==> config.mk <==
export PLATFORM = sky130hd
export DESIGN_NAME = mem_port_arbiter
export DESIGN_NICKNAME = d
export VERILOG_FILES = /design/src/rtl/mem_port_arbiter.sv
export SDC_FILE = /design/constraint.sdc
export NUM_CORES = 1
export LEC_CHECK = 0
export BUFFER_PORTS_ARGS = -buffer_cell sky130_fd_sc_hd__buf_4
export CORE_MARGIN = 2
export CORE_UTILIZATION = 50
export DETAILED_ROUTE_END_ITERATION = 10
export GPL_TIMING_DRIVEN = 1
export HOLD_SLACK_MARGIN = 0.12
export MAX_ROUTING_LAYER = met4
export PLACE_DENSITY = 0.95
export SYNTH_ARGS = -nofsm -noshare
export SYNTH_HDL_FRONTEND = slang
export SYNTH_SLANG_ARGS = --single-unit
==> constraint.sdc <==
create_clock -name clk -period 10.6 [get_ports clk]
set_input_delay 1.06 -clock clk [delete_from_list [all_inputs] [get_ports clk]]
set_output_delay 1.06 -clock clk [all_outputs]
set_load 0.03 [all_outputs]
==> src/rtl/mem_port_arbiter.sv <==
// Shares one memory port between instruction fetch and load/store, one transaction at a time.
// Define ARB_STARVE_GUARD_EN to force a fetch grant after STARVE_LIMIT back-to-back ls grants.
module mem_port_arbiter #(
    parameter int BUS_WIDTH    = 32,
    parameter int STARVE_LIMIT = 4
) (
    input  logic                 clk,
    input  logic                 reset,
    input  logic                 if_req,
    input  logic [BUS_WIDTH-1:0] if_addr,
    output logic                 if_gnt,
    output logic                 if_rvalid,
    output logic [BUS_WIDTH-1:0] if_rdata,
    input  logic                 ls_req,
    input  logic                 ls_wr,
    input  logic [BUS_WIDTH-1:0] ls_addr,
    input  logic [BUS_WIDTH-1:0] ls_wdata,
    output logic                 ls_gnt,
    output logic                 ls_rvalid,
    output logic [BUS_WIDTH-1:0] ls_rdata,
    output logic                 mem_req,
    output logic                 mem_wr,
    output logic [BUS_WIDTH-1:0] mem_addr,
    output logic [BUS_WIDTH-1:0] mem_wdata,
    input  logic                 mem_ready,
    input  logic                 mem_rvalid,
    input  logic [BUS_WIDTH-1:0] mem_rdata,
    output logic                 busy
);

    // state   | meaning
    // IDLE    | no transaction, selecting the next requester
    // ISSUE   | mem_req held with stable address/data until mem_ready
    // WAIT_RD | read accepted, waiting for mem_rvalid
    typedef enum logic [1:0] {
        IDLE    = 2'd0,
        ISSUE   = 2'd1,
        WAIT_RD = 2'd2
    } state_t;

    state_t               state, state_nxt;
    logic                 owner_ls, owner_ls_nxt;
    logic                 pick_ls;
    logic                 if_gnt_nxt, ls_gnt_nxt;
    logic                 if_rvalid_nxt, ls_rvalid_nxt;
    logic [BUS_WIDTH-1:0] if_rdata_nxt, ls_rdata_nxt;
    logic                 mem_req_nxt, mem_wr_nxt;
    logic [BUS_WIDTH-1:0] mem_addr_nxt, mem_wdata_nxt;
    logic                 busy_nxt;

`ifdef ARB_STARVE_GUARD_EN
    localparam int CNT_W = $clog2(STARVE_LIMIT + 1);
    logic [CNT_W-1:0] starve_cnt;

    assign pick_ls = ls_req && !(if_req && (starve_cnt == CNT_W'(STARVE_LIMIT)));

    // Counts ls grants taken while fetch waits; any other IDLE decision clears it.
    always_ff @(posedge clk or posedge reset) begin
        if (reset) begin
            starve_cnt <= '0;
        end else if (state == IDLE) begin
            if (if_req && pick_ls) starve_cnt <= starve_cnt + CNT_W'(1);
            else                   starve_cnt <= '0;
        end
    end
`else
    logic unused_starve_limit;
    assign unused_starve_limit = (STARVE_LIMIT > 0);
    assign pick_ls = ls_req;
`endif

    always_comb begin
        state_nxt     = state;
        owner_ls_nxt  = owner_ls;
        if_gnt_nxt    = 1'b0;
        ls_gnt_nxt    = 1'b0;
        if_rvalid_nxt = 1'b0;
        ls_rvalid_nxt = 1'b0;
        if_rdata_nxt  = if_rdata;
        ls_rdata_nxt  = ls_rdata;
        mem_req_nxt   = mem_req;
        mem_wr_nxt    = mem_wr;
        mem_addr_nxt  = mem_addr;
        mem_wdata_nxt = mem_wdata;
        case (state)
            IDLE: begin
                if (pick_ls) begin
                    owner_ls_nxt  = 1'b1;
                    ls_gnt_nxt    = 1'b1;
                    mem_req_nxt   = 1'b1;
                    mem_wr_nxt    = ls_wr;
                    mem_addr_nxt  = ls_addr;
                    mem_wdata_nxt = ls_wdata;
                    state_nxt     = ISSUE;
                end else if (if_req) begin
                    owner_ls_nxt  = 1'b0;
                    if_gnt_nxt    = 1'b1;
                    mem_req_nxt   = 1'b1;
                    mem_wr_nxt    = 1'b0;
                    mem_addr_nxt  = if_addr;
                    mem_wdata_nxt = '0;
                    state_nxt     = ISSUE;
                end
            end
            ISSUE: begin
                if (mem_ready) begin
                    mem_req_nxt = 1'b0;
                    mem_wr_nxt  = 1'b0;
                    if (mem_wr) begin
                        ls_rvalid_nxt = 1'b1;
                        state_nxt     = IDLE;
                    end else begin
                        state_nxt = WAIT_RD;
                    end
                end
            end
            WAIT_RD: begin
                if (mem_rvalid) begin
                    if (owner_ls) begin
                        ls_rdata_nxt  = mem_rdata;
                        ls_rvalid_nxt = 1'b1;
                    end else begin
                        if_rdata_nxt  = mem_rdata;
                        if_rvalid_nxt = 1'b1;
                    end
                    state_nxt = IDLE;
                end
            end
            default: state_nxt = IDLE;
        endcase
        busy_nxt = (state_nxt != IDLE);
    end

    always_ff @(posedge clk or posedge reset) begin
        if (reset) begin
            state     <= IDLE;
            owner_ls  <= 1'b0;
            if_gnt    <= 1'b0;
            ls_gnt    <= 1'b0;
            if_rvalid <= 1'b0;
            ls_rvalid <= 1'b0;
            if_rdata  <= '0;
            ls_rdata  <= '0;
            mem_req   <= 1'b0;
            mem_wr    <= 1'b0;
            mem_addr  <= '0;
            mem_wdata <= '0;
            busy      <= 1'b0;
        end else begin
            state     <= state_nxt;
            owner_ls  <= owner_ls_nxt;
            if_gnt    <= if_gnt_nxt;
            ls_gnt    <= ls_gnt_nxt;
            if_rvalid <= if_rvalid_nxt;
            ls_rvalid <= ls_rvalid_nxt;
            if_rdata  <= if_rdata_nxt;
            ls_rdata  <= ls_rdata_nxt;
            mem_req   <= mem_req_nxt;
            mem_wr    <= mem_wr_nxt;
            mem_addr  <= mem_addr_nxt;
            mem_wdata <= mem_wdata_nxt;
            busy      <= busy_nxt;
        end
    end

endmodule

==> impl_metrics.toml, run 1 <==
[clock_tree]
cts_buffers = 17
clkSinkCount = 138
cts.htree.levels = 4
postCtsSetupRepairBufs = 0
clock_latency_ps = 410
post_cts_resized = 0
cts.path.max_buffers = 2
clk_pin_slew_ps = 50
cts.root.buffer_cell = "clkbuf_16"
cts_tree = "done"
hold_buffers = 0

[timing]
finalHoldViolCount = 0
min_period_ps = 2554
worst_slew_pin_slew_ps = 1235
rsz0062_at_grt = "no"
fin_skew_ps = 7.698
fin_hold_ws_ps = 486.0
max_freq_mhz = 391.5
slew_headroom = 0.1765
maxSlewViolCount = 0
post-route-period-util = 0.2410
setup_violations = 0
final.setup.tns_ps = 0

[cells_and_area]
nets = 799
syn2layout_area_growth_pct = 45.95
diodes = 0
stdcell_count = 815
drive_gt1_frac = 0.5461

[grt]
grt_overflow_total = 0
grt_pass1_vias = 4455
grt_usage = 0.2438
grt_start_max_net_pins = 85
grt_pass1_wl_mm = 22.84
antenna_found_initial = 0

[placed_design]
hpwl_mm = 10.22
portBuffers = 269
dp_cells = 783
gp_congestion = 0.8556

[worst_setup_path]
start_kind = "primary input"
critPathMaxFanout = 37
r2r_slack_ps = 8330
endpoint_kind = "register"
arrival_ps = 2890
worst-setup-path-type = "in -> reg"
crit_required_ps = 10940

[power]
pwr-share-clk = 0.210
powerDensity_mw_per_mm2 = 350.5
p_int_mw = 1.755
combPwrFrac = 0.472
max-vdd-ir-drop_mv = 0.2485
leakagePower_nw = 4.430
seqPwrFrac = 0.317
p_switching_mw = 1.168
switching_share = 0.3996

[hold_path]
hp-class = "reg -> reg"

[synth]
syn_nets = 533
synthArstFlopShare = 1.000
synth_cells = 393
ys_seq_area_frac = 0.6045
syn_area_per_cell_sq_um = 14.54
synth.distinct_cells = 33
synth_ff_type = "dfrtp_1"
ys_top_cells_by_area = "dfrtp_1 60%, mux2_4 11%, mux2i_1 5.6%"
yosys-top-cells-count = "138 x dfrtp_1, 40 x mux2_4, 35 x nand2_1"
ys_warn_count = 0
ys_ff_latch = 138
synth_edf_count = 0
synth.most_common_cell = "dfrtp_1"
synth_top_area_share = 0.6045
synthesis.area_sq_mm = 0.005713
yosys.area.top_type = "dfrtp_1"

[routing]
routed-wl-met2_mm = 7.536
drt_iter0_markers = 353
ant_nets = 0
vias_per_cell = 5.112
routed_wl_mm = 14.20
avgRoutedWirePerCell_um = 17.43
wl_met1_mm = 5.648
post-route-drc-count = 0
wl_met3_um = 737
top_layer = "met4"
num_vias = 4166
drt_first_pass_iters = 5

[run]
drv_cap = 0

[die]
pin_count = 270
die_x_um = 110.9
initial_utilization = 0.5068
die_h_um = 110.9
core_area_sq_mm = 0.01127
dieArea_sq_mm = 0.01230
rows = 39

[run_status]
status = "finished clean"
-- layer usage --
| layer | track usage | vias to the layer above |
|---|---|---|
| li1 | - | 1931 |
| met1 | 0.2820 | 2054 |
| met2 | 0.4147 | 161 |
| met3 | 0.06670 | 20 |
| met4 | 0.08000 | 0 |
| met5 | - | - |
-- stage by stage --
step	instance area (sq um)	total power, mW	utilization	setup slack (ps)
2_1_floorplan	5713	1.811	-	5844
3_3_place_gp	7711	2.263	0.6841	7728
4_1_cts	8338	2.946	0.7397	8077
6_report	8338	2.923	0.7397	8046
5_1_grt	8338	3.057	0.7397	7854
3_5_place_dp	7711	2.314	0.6841	7634
-- final timing paths --
path	startpoint	to	cells after the start
min in group asynchronous	reset	mem_wdata[30]	2
setup / recovery	ls_req	mem_wdata[5]	3
hold / removal	mem_addr[10]	mem_addr[10]	2
setup reg to reg	state[1]	mem_wdata[5]	4
hold reg to reg	mem_addr[10]	mem_addr[10]	2
max in group asynchronous	reset	ls_rdata[1]	3
-- power groups by stage --
stage / clock, mW / combinational (mW) / sequential [mW]
after global routing: 0.647 / 1.46 / 0.954
final: 0.615 / 1.38 / 0.928
after global placement: 0 / 1.35 / 0.912
after detailed placement: 0 / 1.39 / 0.926
after floorplan: 0 / 0.443 / 1.37
after CTS: 0.628 / 1.39 / 0.926
-- flip-flops by register name, indices dropped and copies added, names as in the netlist, 2 cells and up --
name and count:
if_rdata 32, mem_wdata 32, ls_rdata 32, mem_addr 32, state 2
-- area by class of cell --
class	count	area [sq um]
inverter	5	23.77
fill	732	2934
clock buffer	27	523.0
multi-input combinational	226	2021
sequential	138	3453
clock inverter	5	103.9
tap	143	178.9
timing repair buffer	271	2034
-- critical path, cell delays in order --
cell	delay [ps]
buf_4	470
and2_1	1040
a22o_1	290
-- cells in the final DEF (no fill, tap or decap), drive strengths merged --
cell type / netlist / routed
clkinv: 0 / 1
nand3: 2 / 2
and3b: 1 / 1
mux2i: 32 / 32
a21o: 1 / 1
bufinv: 0 / 3
dfrtp: 138 / 138
buf: 19 / 271
nor2: 5 / 5
a21boi: 1 / 1
ha: 5 / 5
clkbuf: 5 / 27
and2: 1 / 1
o32ai: 1 / 1
o21ai: 35 / 35
o21a: 1 / 1
nand3b: 2 / 2
nand2: 35 / 35
o31ai: 1 / 1
nor3: 2 / 2
mux2: 64 / 64
nor3b: 1 / 1
a22o: 32 / 32
nor2b: 2 / 2
o21bai: 1 / 1
a221oi: 1 / 1
inv: 5 / 6
-- cells by family after synthesis --
| family | count (synthesis) | share of synthesized area |
|---|---|---|
| and+or+nand+nor | 51 | 0.04293 |
| muxes | 96 | 0.2085 |
| adders and majority gates | 5 | 0.01095 |
| buffers and inverters | 29 | 0.04183 |
| DFF | 138 | 0.6045 |
| AOI/OAI and AO/OA | 74 | 0.09133 |
Power figures use the tool's default switching activity.
==> run 2: changes to the inputs <==
CORE_UTILIZATION = 42   (was 50)
PLACE_DENSITY = 0.88   (was 0.95)
clock period = 2.1 ns   (was 10.6 ns; I/O delays follow)
==> run 2 against run 1 <==
  * Sequential power grew to 5.1 times the previous value
  * Total power increased to 5.3 times the previous value
  * Via count rose by 19%
  * Sequential share of layout area fell by 5.9 points
  * Utilization down 0.58 points
  * Critical path type unchanged
  * Highest routed layer unchanged
  * Clock skew about the same
  * Die area increased by 18%
  * Critical path depth is 3 higher
  * First-iteration DRC count down 4.0%
==> impl_metrics.toml, run 2 (synthesis gave the netlist of run 1 again) <==
[run_status]
status = "finished clean"

[clock_tree]
cts.path.max_buffers = 2
clk_pin_slew_ps = 60
cts_tree = "done"
cts.root.buffer_cell = "clkbuf_16"
postCtsSetupRepairBufs = 0
cts.htree.levels = 4
clkSinkCount = 138
cts_buffers = 17
clock_latency_ps = 410

[routing]
drt_iter0_markers = 339
routed_wl_mm = 18.75
post-route-drc-count = 0
drt_first_pass_iters = 4
num_vias = 4948
avgRoutedWirePerCell_um = 19.23
ant_nets = 0
vias_per_cell = 5.075

[cells_and_area]
nets = 926
syn2layout_area_growth_pct = 70.13
n_fill_cell = 787
drive_gt1_frac = 0.4693
layout_commonest_cell = "buf_4"
fin_util = 0.7339
fin_area_sq_mm = 0.009719
diodes = 0
final_cell_mix = "273 x buf_4, 138 x dfrtp_1, 120 x dlygate4sd3_1"

[timing]
slew_headroom = 0.5933
rsz0062_at_grt = "no"
fin_skew_ps = 7.308
max_freq_mhz = 508.2
worst_slew_pin_slew_ps = 607.8
maxSlewViolCount = 0
min_period_ps = 1968
setup_violations = 0
finalHoldViolCount = 0
fin_hold_ws_ps = 137.8
final.setup.tns_ps = 0
post-route-period-util = 0.9370

[die]
pin_count = 270
dieArea_sq_mm = 0.01455
core_area_sq_mm = 0.01324
initial_utilization = 0.4314
rows = 42
die_h_um = 120.6
die_x_um = 120.6

[grt]
antenna_found_initial = 0
grt.busiest_layer = "met2"
grt_overflow_total = 0
grt_pass1_wl_mm = 28.81
grt_usage = 0.2676
grt_pass1_vias = 5466
grt_use_met3 = 0.05142
grt_start_max_net_pins = 73
met2_usage = 0.4686
met1_usage = 0.2904

[worst_setup_path]
critPathMaxFanout = 31
arrival_ps = 2240
start_kind = "primary input"
endpoint_kind = "register"
worst-setup-path-type = "in -> reg"
crit_required_ps = 2370

[power]
max-vdd-ir-drop_mv = 0.9323
leakagePower_nw = 4.996
powerDensity_mw_per_mm2 = 1601

[placed_design]
gp_congestion = 0.8064
place_area_sq_mm = 0.007854
portBuffers = 269
hpwl_mm = 10.92

[hold_path]
hp-class = "in -> reg"

[run]
drv_cap = 0
[run 2: cell count changes in the layout (fill, tap and decap cells not counted), sizes merged]
cell / change
bufinv: +3
clkbuf: -7
inv: -1
clkinvlp: +2
buf: +7
dlygate4sd3: +120
clkinv: +3
[run 2: per-layer routing]
| layer | routed length [um] | vias up |
|---|---|---|
| li1 | - | 2184 |
| met1 | 6890 | 2475 |
| met2 | 10230 | 228 |
| met3 | 887 | 61 |
| met4 | 741 | 0 |
| met5 | 0 | - |
[run 2: per-stage QoR]
stage / setup slack (ps) / total power, mW / std cells
after detailed placement: 255.5 / 11.84 / 823
final: 132.4 / 15.56 / 975
after CTS: 136.9 / 15.41 / 975
after floorplan: 168.9 / 9.144 / 393
after global placement: 361.5 / 11.57 / 823
after global routing: 39.82 / 16.16 / 975
[run 2: report_power, final]
| group | total, mW | leakage (nW) | internal, mW | switching [mW] |
|---|---|---|---|---|
| clock | 3.34 | 0.318 | 2.23 | 1.12 |
| sequential | 4.76 | 1.72 | 3.90 | 0.861 |
| combinational | 7.45 | 2.96 | 3.15 | 4.30 |
[run 2: worst max-delay path, cell delays in order]
cell and delay, ps:
dlygate4sd3_1 530, buf_4 180, buf_8 300, mux2i_1 280, dlygate4sd3_1 600, o21ai_0 110
[run 2: path summary, 6_finish.rpt]
kind	startpoint	end	slack, ps	cells after the start
min	if_addr[14]	mem_addr[14]	140	3
min in group asynchronous	reset	ls_rdata[5]	510	4
min reg2reg	mem_addr[9]	mem_addr[9]	490	2
max reg2reg	state[0]	ls_rdata[7]	260	4
max in group asynchronous	reset	mem_addr[13]	1250	4
max	ls_req	mem_addr[23]	130	6
[run 2: final cells by class]
class,instances,area (sq um),area share
well taps,176,220.2,0.02266
flip-flops and latches,138,3453,0.3553
multi-input cells,226,2021,0.2079
clock buffers,20,436.7,0.04493
repair buffers,398,3346,0.3442
inverters,5,22.52,0.002317
clock inverters,12,220.2,0.02266
[run 2: repair_timing]
| item | 4_1_cts | 5_1_grt |
|---|---|---|
| resized for setup | 0 | 3 |
| endpoints found under the hold margin | 263 | 0 |
| hold buffers | 120 | 0 |
| endpoints found under the setup margin | 0 | 13 |
